===== src/rtl/risc16ba_mem_pkg.sv =====
// Shared types and MMIO addresses for the risc16ba memory arbiter.
package risc16ba_mem_pkg;

    typedef enum logic [2:0] {
        OWN_NONE,
        OWN_I,
        OWN_D,
        OWN_H,
        OWN_MMIO
    } owner_t;

    localparam logic [15:0] LED_ADDR0 = 16'h0200;
    localparam logic [15:0] LED_ADDR1 = 16'h0202;

    function automatic logic is_led_addr(input logic [15:0] addr);
        return (addr[15:1] == LED_ADDR0[15:1]) || (addr[15:1] == LED_ADDR1[15:1]);
    endfunction

endpackage


===== src/rtl/risc16ba_led_mmio.sv =====
// LED register bank: three byte registers behind the 0x200/0x202 MMIO words.
module risc16ba_led_mmio (
    input  logic        clk,
    input  logic        rst,
    input  logic        wr_i,
    input  logic        sel_i,
    input  logic [1:0]  we_i,
    input  logic [15:0] wdata_i,
    output logic [23:0] led_o,
    output logic [15:0] rdata_o
);

    logic [23:0] led_q;

    // sel_i low selects 0x200 {led_1, led_0}; high selects 0x202 {-, led_2}
    always_ff @(posedge clk) begin
        if (rst) begin
            led_q <= '0;
        end else if (wr_i) begin
            if (!sel_i) begin
                if (we_i[1]) led_q[15:8] <= wdata_i[15:8];
                if (we_i[0]) led_q[7:0]  <= wdata_i[7:0];
            end else if (we_i[0]) begin
                led_q[23:16] <= wdata_i[7:0];
            end
        end
    end

    assign led_o   = led_q;
    assign rdata_o = sel_i ? {8'h00, led_q[23:16]} : led_q[15:0];

endmodule


===== src/rtl/risc16ba_mem_arbiter.sv =====
// Single-port SRAM arbiter (data > instr > host, host aging override) with LED MMIO.
module risc16ba_mem_arbiter
    import risc16ba_mem_pkg::*;
#(
    parameter int unsigned HOST_MAX_WAIT = 15
) (
    input  logic        clk,
    input  logic        rst,
    input  logic        i_req,
    input  logic [15:0] i_addr,
    output logic        i_gnt,
    output logic [15:0] i_rdata,
    output logic        i_rvalid,
    input  logic        d_req,
    input  logic [1:0]  d_we,
    input  logic [15:0] d_addr,
    input  logic [15:0] d_wdata,
    output logic        d_gnt,
    output logic [15:0] d_rdata,
    output logic        d_rvalid,
    input  logic        h_req,
    input  logic [1:0]  h_we,
    input  logic [15:0] h_addr,
    input  logic [15:0] h_wdata,
    output logic        h_gnt,
    output logic [15:0] h_rdata,
    output logic        h_rvalid,
    output logic        m_en,
    output logic [1:0]  m_we,
    output logic [14:0] m_addr,
    output logic [15:0] m_wdata,
    input  logic [15:0] m_rdata,
    output logic [23:0] led,
    output logic        cpu_stall
);

    logic        d_mmio, d_sram, h_force, mmio_gnt;
    owner_t      win;
    owner_t      sram_own_q, sram_own_d;
    owner_t      mmio_own_q, mmio_own_d;
    logic [7:0]  wait_q, wait_d;
    logic [15:0] i_rdata_q, d_rdata_q, h_rdata_q;
    logic [15:0] mmio_rdata;
    logic        unused_addr_bits;

    assign unused_addr_bits = ^{i_addr[0], h_addr[0]};

    assign d_mmio   = d_req && is_led_addr(d_addr);
    assign d_sram   = d_req && !d_mmio;
    assign h_force  = h_req && (wait_q == 8'(HOST_MAX_WAIT));
    assign mmio_gnt = d_mmio && !rst;

    always_comb begin
        win = OWN_NONE;
        if (!rst) begin
            if (h_force)     win = OWN_H;
            else if (d_sram) win = OWN_D;
            else if (i_req)  win = OWN_I;
            else if (h_req)  win = OWN_H;
        end
    end

    assign i_gnt     = (win == OWN_I);
    assign h_gnt     = (win == OWN_H);
    assign d_gnt     = (win == OWN_D) || mmio_gnt;
    assign cpu_stall = (i_req && !i_gnt) || (d_req && !d_gnt);

    always_comb begin
        m_en    = (win != OWN_NONE);
        m_we    = '0;
        m_addr  = '0;
        m_wdata = '0;
        unique case (win)
            OWN_I: m_addr = i_addr[15:1];
            OWN_D: begin
                m_we    = d_we;
                m_addr  = d_addr[15:1];
                m_wdata = d_wdata;
            end
            OWN_H: begin
                m_we    = h_we;
                m_addr  = h_addr[15:1];
                m_wdata = h_wdata;
            end
            default: ;
        endcase
    end

    // An MMIO read may complete alongside an SRAM read, so it keeps its own tag
    always_comb begin
        sram_own_d = OWN_NONE;
        if (win == OWN_I || (win == OWN_D && d_we == 2'b00) || (win == OWN_H && h_we == 2'b00))
            sram_own_d = win;
        mmio_own_d = (mmio_gnt && d_we == 2'b00) ? OWN_MMIO : OWN_NONE;
        if (!h_req || h_gnt)
            wait_d = '0;
        else if (wait_q < 8'(HOST_MAX_WAIT))
            wait_d = wait_q + 8'd1;
        else
            wait_d = wait_q;
    end

    assign i_rvalid = !rst && (sram_own_q == OWN_I);
    assign h_rvalid = !rst && (sram_own_q == OWN_H);
    assign d_rvalid = !rst && (sram_own_q == OWN_D || mmio_own_q == OWN_MMIO);

    assign i_rdata = i_rvalid ? m_rdata : i_rdata_q;
    assign h_rdata = h_rvalid ? m_rdata : h_rdata_q;
    assign d_rdata = (!rst && sram_own_q == OWN_D) ? m_rdata : d_rdata_q;

    always_ff @(posedge clk) begin
        if (rst) begin
            sram_own_q <= OWN_NONE;
            mmio_own_q <= OWN_NONE;
            wait_q     <= '0;
            i_rdata_q  <= '0;
            d_rdata_q  <= '0;
            h_rdata_q  <= '0;
        end else begin
            sram_own_q <= sram_own_d;
            mmio_own_q <= mmio_own_d;
            wait_q     <= wait_d;
            if (sram_own_q == OWN_I) i_rdata_q <= m_rdata;
            if (sram_own_q == OWN_H) h_rdata_q <= m_rdata;
            // MMIO value is captured at grant so it is ready in d_rdata_q next cycle
            if (sram_own_q == OWN_D) d_rdata_q <= m_rdata;
            if (mmio_own_d == OWN_MMIO) d_rdata_q <= mmio_rdata;
        end
    end

    risc16ba_led_mmio u_led (
        .clk     (clk),
        .rst     (rst),
        .wr_i    (mmio_gnt && d_we != 2'b00),
        .sel_i   (d_addr[1]),
        .we_i    (d_we),
        .wdata_i (d_wdata),
        .led_o   (led),
        .rdata_o (mmio_rdata)
    );

endmodule


===== config.mk =====
export PLATFORM = sky130hd
export DESIGN_NAME = risc16ba_mem_arbiter
export DESIGN_NICKNAME = d
export VERILOG_FILES = /design/src/rtl/risc16ba_mem_pkg.sv /design/src/rtl/risc16ba_led_mmio.sv /design/src/rtl/risc16ba_mem_arbiter.sv
export SDC_FILE = /design/constraint.sdc
export NUM_CORES = 1
export LEC_CHECK = 0
export ABC_AREA = 1
export BUFFER_PORTS_ARGS = -buffer_cell sky130_fd_sc_hd__buf_2
export CAP_MARGIN = 10
export CORE_MARGIN = 1
export CORE_UTILIZATION = 50
export DETAILED_ROUTE_END_ITERATION = 8
export GPL_ROUTABILITY_DRIVEN = 0
export MAX_ROUTING_LAYER = met4
export PLACE_DENSITY = 0.81
export RECOVER_POWER = 25
export SLEW_MARGIN = 20
export SYNTH_ARGS = -nofsm -noshare
export SYNTH_HDL_FRONTEND = slang
export SYNTH_HIERARCHICAL = 1
export SYNTH_SLANG_ARGS = --single-unit

===== constraint.sdc =====
create_clock -name clk -period 4.5 [get_ports clk]
set_clock_uncertainty 0.1 [all_clocks]
set_input_delay 1.125 -clock clk [delete_from_list [all_inputs] [get_ports clk]]
set_output_delay 1.125 -clock clk [all_outputs]
set_load 0.05 [all_outputs]

==> impl_summary.md <==
Die
The area of the placeable core is around 8800 um2. For this configuration, the core starts out at a cell density of 52.2%. After floorplanning, the core was divided into 34 placement rows.

The floorplan step set the die width to 97.9 um. The height of the die is between 90 and 100 um. around 220 I/O pins were placed. The die covers 9590 um2.

Yosys
Counting every net in the synthesized netlist gives 840. The sequential cell area fraction in the yosys report is 36.1%. Counting distinct cell types in the post-synthesis netlist gives 29. The gate count after technology mapping is between 700 and 800.

The synthesized area per cell is 6.27 um2. The total standard cell area after synthesis is 4600 um2. The total of flip-flops plus latches after synthesis is 83.

During synthesis, Yosys emitted a total of 6 warnings.

Critical path
The critical path contains buffers and inverters numbering 3 combined. Broken down by cell family, the worst path's largest delay share belongs to simple AND/OR/NAND/NOR gates. The startpoint type of the worst setup path is an input pin. The signal on the critical path passes through buf_2, nor2_1, nand2_1, nor2_1, nand2_1, nand3_2, nand2_4, nor2_4, buf_4, nand2_1, nand3_1, buf_2. The cell with the most instances on the worst path is sky130_fd_sc_hd__nand2_1. The class of the most critical setup path is in2out.

STA puts the critical path data required time at approximately 3300 ps. The internal reg-to-reg setup slack is around 2600 ps. The worst-path cell with the longest stage delay is sky130_fd_sc_hd__nor2_4.

The signal arrival time at the worst endpoint is approximately 2800 ps. The biggest fanout along the worst timing path is 14. In this design, the stage delay of the slowest critical-path cell is approximately 320 ps. The worst setup path is captured at an output port.

Power
Summed over all cells, the static leakage comes to 3.13 nW. The overall power consumption is ~1.6 mW. Dividing total power by cell area gives a power density of around 280 nW/um2. IR analysis of the VDD net gives a maximum drop of 0.000146 V.

Detailed routing
The violation count after the first detailed-route iteration is 216. The count of nets left with antenna violations once routing finished came out at 0. In the routed layout, each cell is associated on average with a via count of a little under 5.

In the routed design, unresolved DRC markers number 12. In the final routed layout, each cell accounts on average for 12.2 um. The final layout contains routed wiring with a total length of about 13 mm. The detailed-routing iteration count for the pre-antenna-repair pass is 8.

The routed layout has approximately 5000 vias.

Clock tree
For the worst-skew pair, the clock arrives at the later sink with an insertion delay of around 350 ps. After clock tree synthesis, the flow added hold-fix buffers numbering 0. The CTS tree is done. The TritonCTS sink count is 83. The longest clock path from root to sink contains 2 buffers.

The setup fix buffers added after clock tree synthesis is 0. In this run, post-CTS repair resized a total of 0 instances. The CTS root buffer is sky130_fd_sc_hd__clkbuf_8. The clock transition at the registers of the reported paths is about 90 ps. The number of clock buffers added by TritonCTS is 9. The clock tree synthesis step divided the H-tree into 3 levels.

Finish
Registers take about 1700 um2. The multi-input combinational cells in the finished layout cover a total of 2370 um2. The total non-filler cell area in the finished layout is 5880 um2. The final standard cell count with taps included and fillers excluded is 1043. Cells fill between 60% and 70% of the core in the end. The final-stage net count is 1036. The repair_antennas step left the layout with diodes totalling 0. The count of fill cells added during filler insertion is between 800 and 900. The layout-stage area growth over the synthesis result is 27.8%. In the final layout, the share of cells above drive strength 1 is around a quarter.

Global route
The number of global-route vias before repair is ~4600. The total global-route track usage is between 20 and 30%. The number of antenna violations at the first check in global routing is 0. Entering global routing, the biggest net connects 36 pins. The first global-routing pass estimated approximately 21 mm of wire. The total overflow left after global routing is 0.

Job
Max-cap violations in this run came to 0.

STA
The final hold slack is between 300 and 400 ps. The final critical path time including I/O delays and setup is approximately 4000 ps. The relative max-transition margin is 48.6%. The final critical path takes up 90.3% of the cycle.

The final setup violation count is 0. The post-layout worst setup margin is ~440 ps. The number of max-slew violations in the final report is 0. The maximum clock rate is roughly 0.25 GHz. The final-layout setup total negative slack is 0 ps.

Setup repair after global routing left no endpoint under its margin. The actual transition at the worst max-transition pin is between 700 and 800 ps. The count of endpoints failing hold in the final timing report is 0.

Placed design
Summed over all nets, the half-perimeter wirelength after detailed placement is ~9.5 mm. OpenSTA, run right after detailed placement, puts the worst setup slack at 447 ps. Once placement finished, the instance area stood at ~5700 um2.

In this run, placement finished with an instance count of about 1000. Buffers placed on the I/O ports in this run total around 210.

Status
The checks that failed: design-rule violations. The run finished, with violations left.

Worst hold path
The worst min-delay path category is reg2reg.
synth_stat cells:
library cell               count  area (um2)
sky130_fd_sc_hd__nor2_4        2        22.5
sky130_fd_sc_hd__xnor2_1       1        8.76
sky130_fd_sc_hd__xor2_1        2        17.5
sky130_fd_sc_hd__nand3_4       3        52.6
sky130_fd_sc_hd__dfxtp_1      83        1660
sky130_fd_sc_hd__nand3_1      46         230
sky130_fd_sc_hd__buf_2        10        50.1
sky130_fd_sc_hd__a21oi_1      17        85.1
sky130_fd_sc_hd__inv_2         4        15.0
sky130_fd_sc_hd__nand2_4       1        11.3
sky130_fd_sc_hd__o21ai_0      66         330
sky130_fd_sc_hd__clkbuf_4      1        7.51
sky130_fd_sc_hd__nand2_2       4        25.0
sky130_fd_sc_hd__nor2_2        1        6.26
sky130_fd_sc_hd__buf_6         4        45.0
sky130_fd_sc_hd__ha_1          1        12.5
sky130_fd_sc_hd__mux2_2        1        11.3
sky130_fd_sc_hd__o211ai_1      3        22.5
sky130_fd_sc_hd__nand2_1     189         709
sky130_fd_sc_hd__nor2_1      133         499
sky130_fd_sc_hd__buf_4         5        37.5
sky130_fd_sc_hd__nand4_1       4        25.0
sky130_fd_sc_hd__o31ai_1      32         240
sky130_fd_sc_hd__clkbuf_1     14        52.6
sky130_fd_sc_hd__a21oi_2       1        8.76
sky130_fd_sc_hd__buf_1         6        22.5
sky130_fd_sc_hd__inv_1        92         345
sky130_fd_sc_hd__nand3_2       1        10.0
sky130_fd_sc_hd__o21ai_1       7        35.0
state kept, by name, indices dropped and copies added (netlist names):
register,flops
u_led/led_o,24
d_rdata_q,16
h_rdata_q,16
i_rdata_q,16
wait_q,8
sram_own_q,2
mmio_own_q,1
path summary, 6_finish.rpt:
path | startpoint | cells past startpoint | to
max | d_addr[12] | 12 | m_addr[10]
min | wait_q[5] | 2 | wait_q[5]
max reg2reg | wait_q[0] | 10 | wait_q[1]
min reg2reg | wait_q[5] | 2 | wait_q[5]
placed cells by master, fill, tap and decap left out, types with 2 or more instances in the layout:
master | synthesis | layout
sky130_fd_sc_hd__buf_2 | 10 | 195
sky130_fd_sc_hd__nand2_1 | 189 | 189
sky130_fd_sc_hd__nor2_1 | 133 | 132
sky130_fd_sc_hd__inv_1 | 92 | 92
sky130_fd_sc_hd__dfxtp_1 | 83 | 83
sky130_fd_sc_hd__o21ai_0 | 66 | 66
sky130_fd_sc_hd__nand3_1 | 46 | 46
sky130_fd_sc_hd__o31ai_1 | 32 | 32
sky130_fd_sc_hd__clkbuf_1 | 14 | 18
sky130_fd_sc_hd__a21oi_1 | 17 | 17
sky130_fd_sc_hd__buf_4 | 5 | 11
sky130_fd_sc_hd__clkbuf_8 | 0 | 10
sky130_fd_sc_hd__o21ai_1 | 7 | 7
sky130_fd_sc_hd__inv_2 | 4 | 4
sky130_fd_sc_hd__nand4_1 | 4 | 4
sky130_fd_sc_hd__nand2_2 | 4 | 4
sky130_fd_sc_hd__o211ai_1 | 3 | 3
sky130_fd_sc_hd__nand3_4 | 3 | 3
sky130_fd_sc_hd__nor2_4 | 2 | 2
sky130_fd_sc_hd__nor2_2 | 1 | 2
sky130_fd_sc_hd__xor2_1 | 2 | 2
sky130_fd_sc_hd__inv_6 | 0 | 2
kinds of logic after synthesis:
kind of cell	share of synthesized area, %
simple gates	34.6
buf+inv	12.5
compound gates	15.7
flops	36.1
xor+xnor	0.571
mux	0.245
fa+ha+maj	0.272
report_power, final:
group          total [mW]  switching, mW  internal [mW]  leakage, nW
sequential          0.745        0.00276          0.743        0.670
combinational       0.330          0.240         0.0892         2.36
clock               0.567          0.288          0.279        0.105
total                1.64          0.531           1.11         3.13
routing by layer:
metal  global-route usage (%)  wire length [um]  up-vias
li1                         -                 -     2693
met1                     36.4              5980     2231
met2                     43.1              5620      180
met3                     5.15               949        9
met4                     7.34               146        0
met5                        -                 0        -
cell type report:
cell class              instances  area share, %
clock buffers                  10           2.34
clock inverters                 6           1.21
flip-flops and latches         83           28.3
multi-input cells             515           40.3
inverters                      96           6.13
repair buffers                225           19.5
well taps                     108           2.30
worst reg2reg max path: stages (launching register included):
cell and delay (ps):
sky130_fd_sc_hd__dfxtp_1 390, sky130_fd_sc_hd__ha_1 210, sky130_fd_sc_hd__nand3_1 80, sky130_fd_sc_hd__inv_1 70, sky130_fd_sc_hd__nand4_1 120, sky130_fd_sc_hd__nand3_2 140, sky130_fd_sc_hd__nand2_4 80, sky130_fd_sc_hd__nor2_4 320
sky130_fd_sc_hd__nor2_1 90, sky130_fd_sc_hd__nand2_2 150, sky130_fd_sc_hd__nor2_1 60
Note: power is estimated with default switching activity, not from simulation.
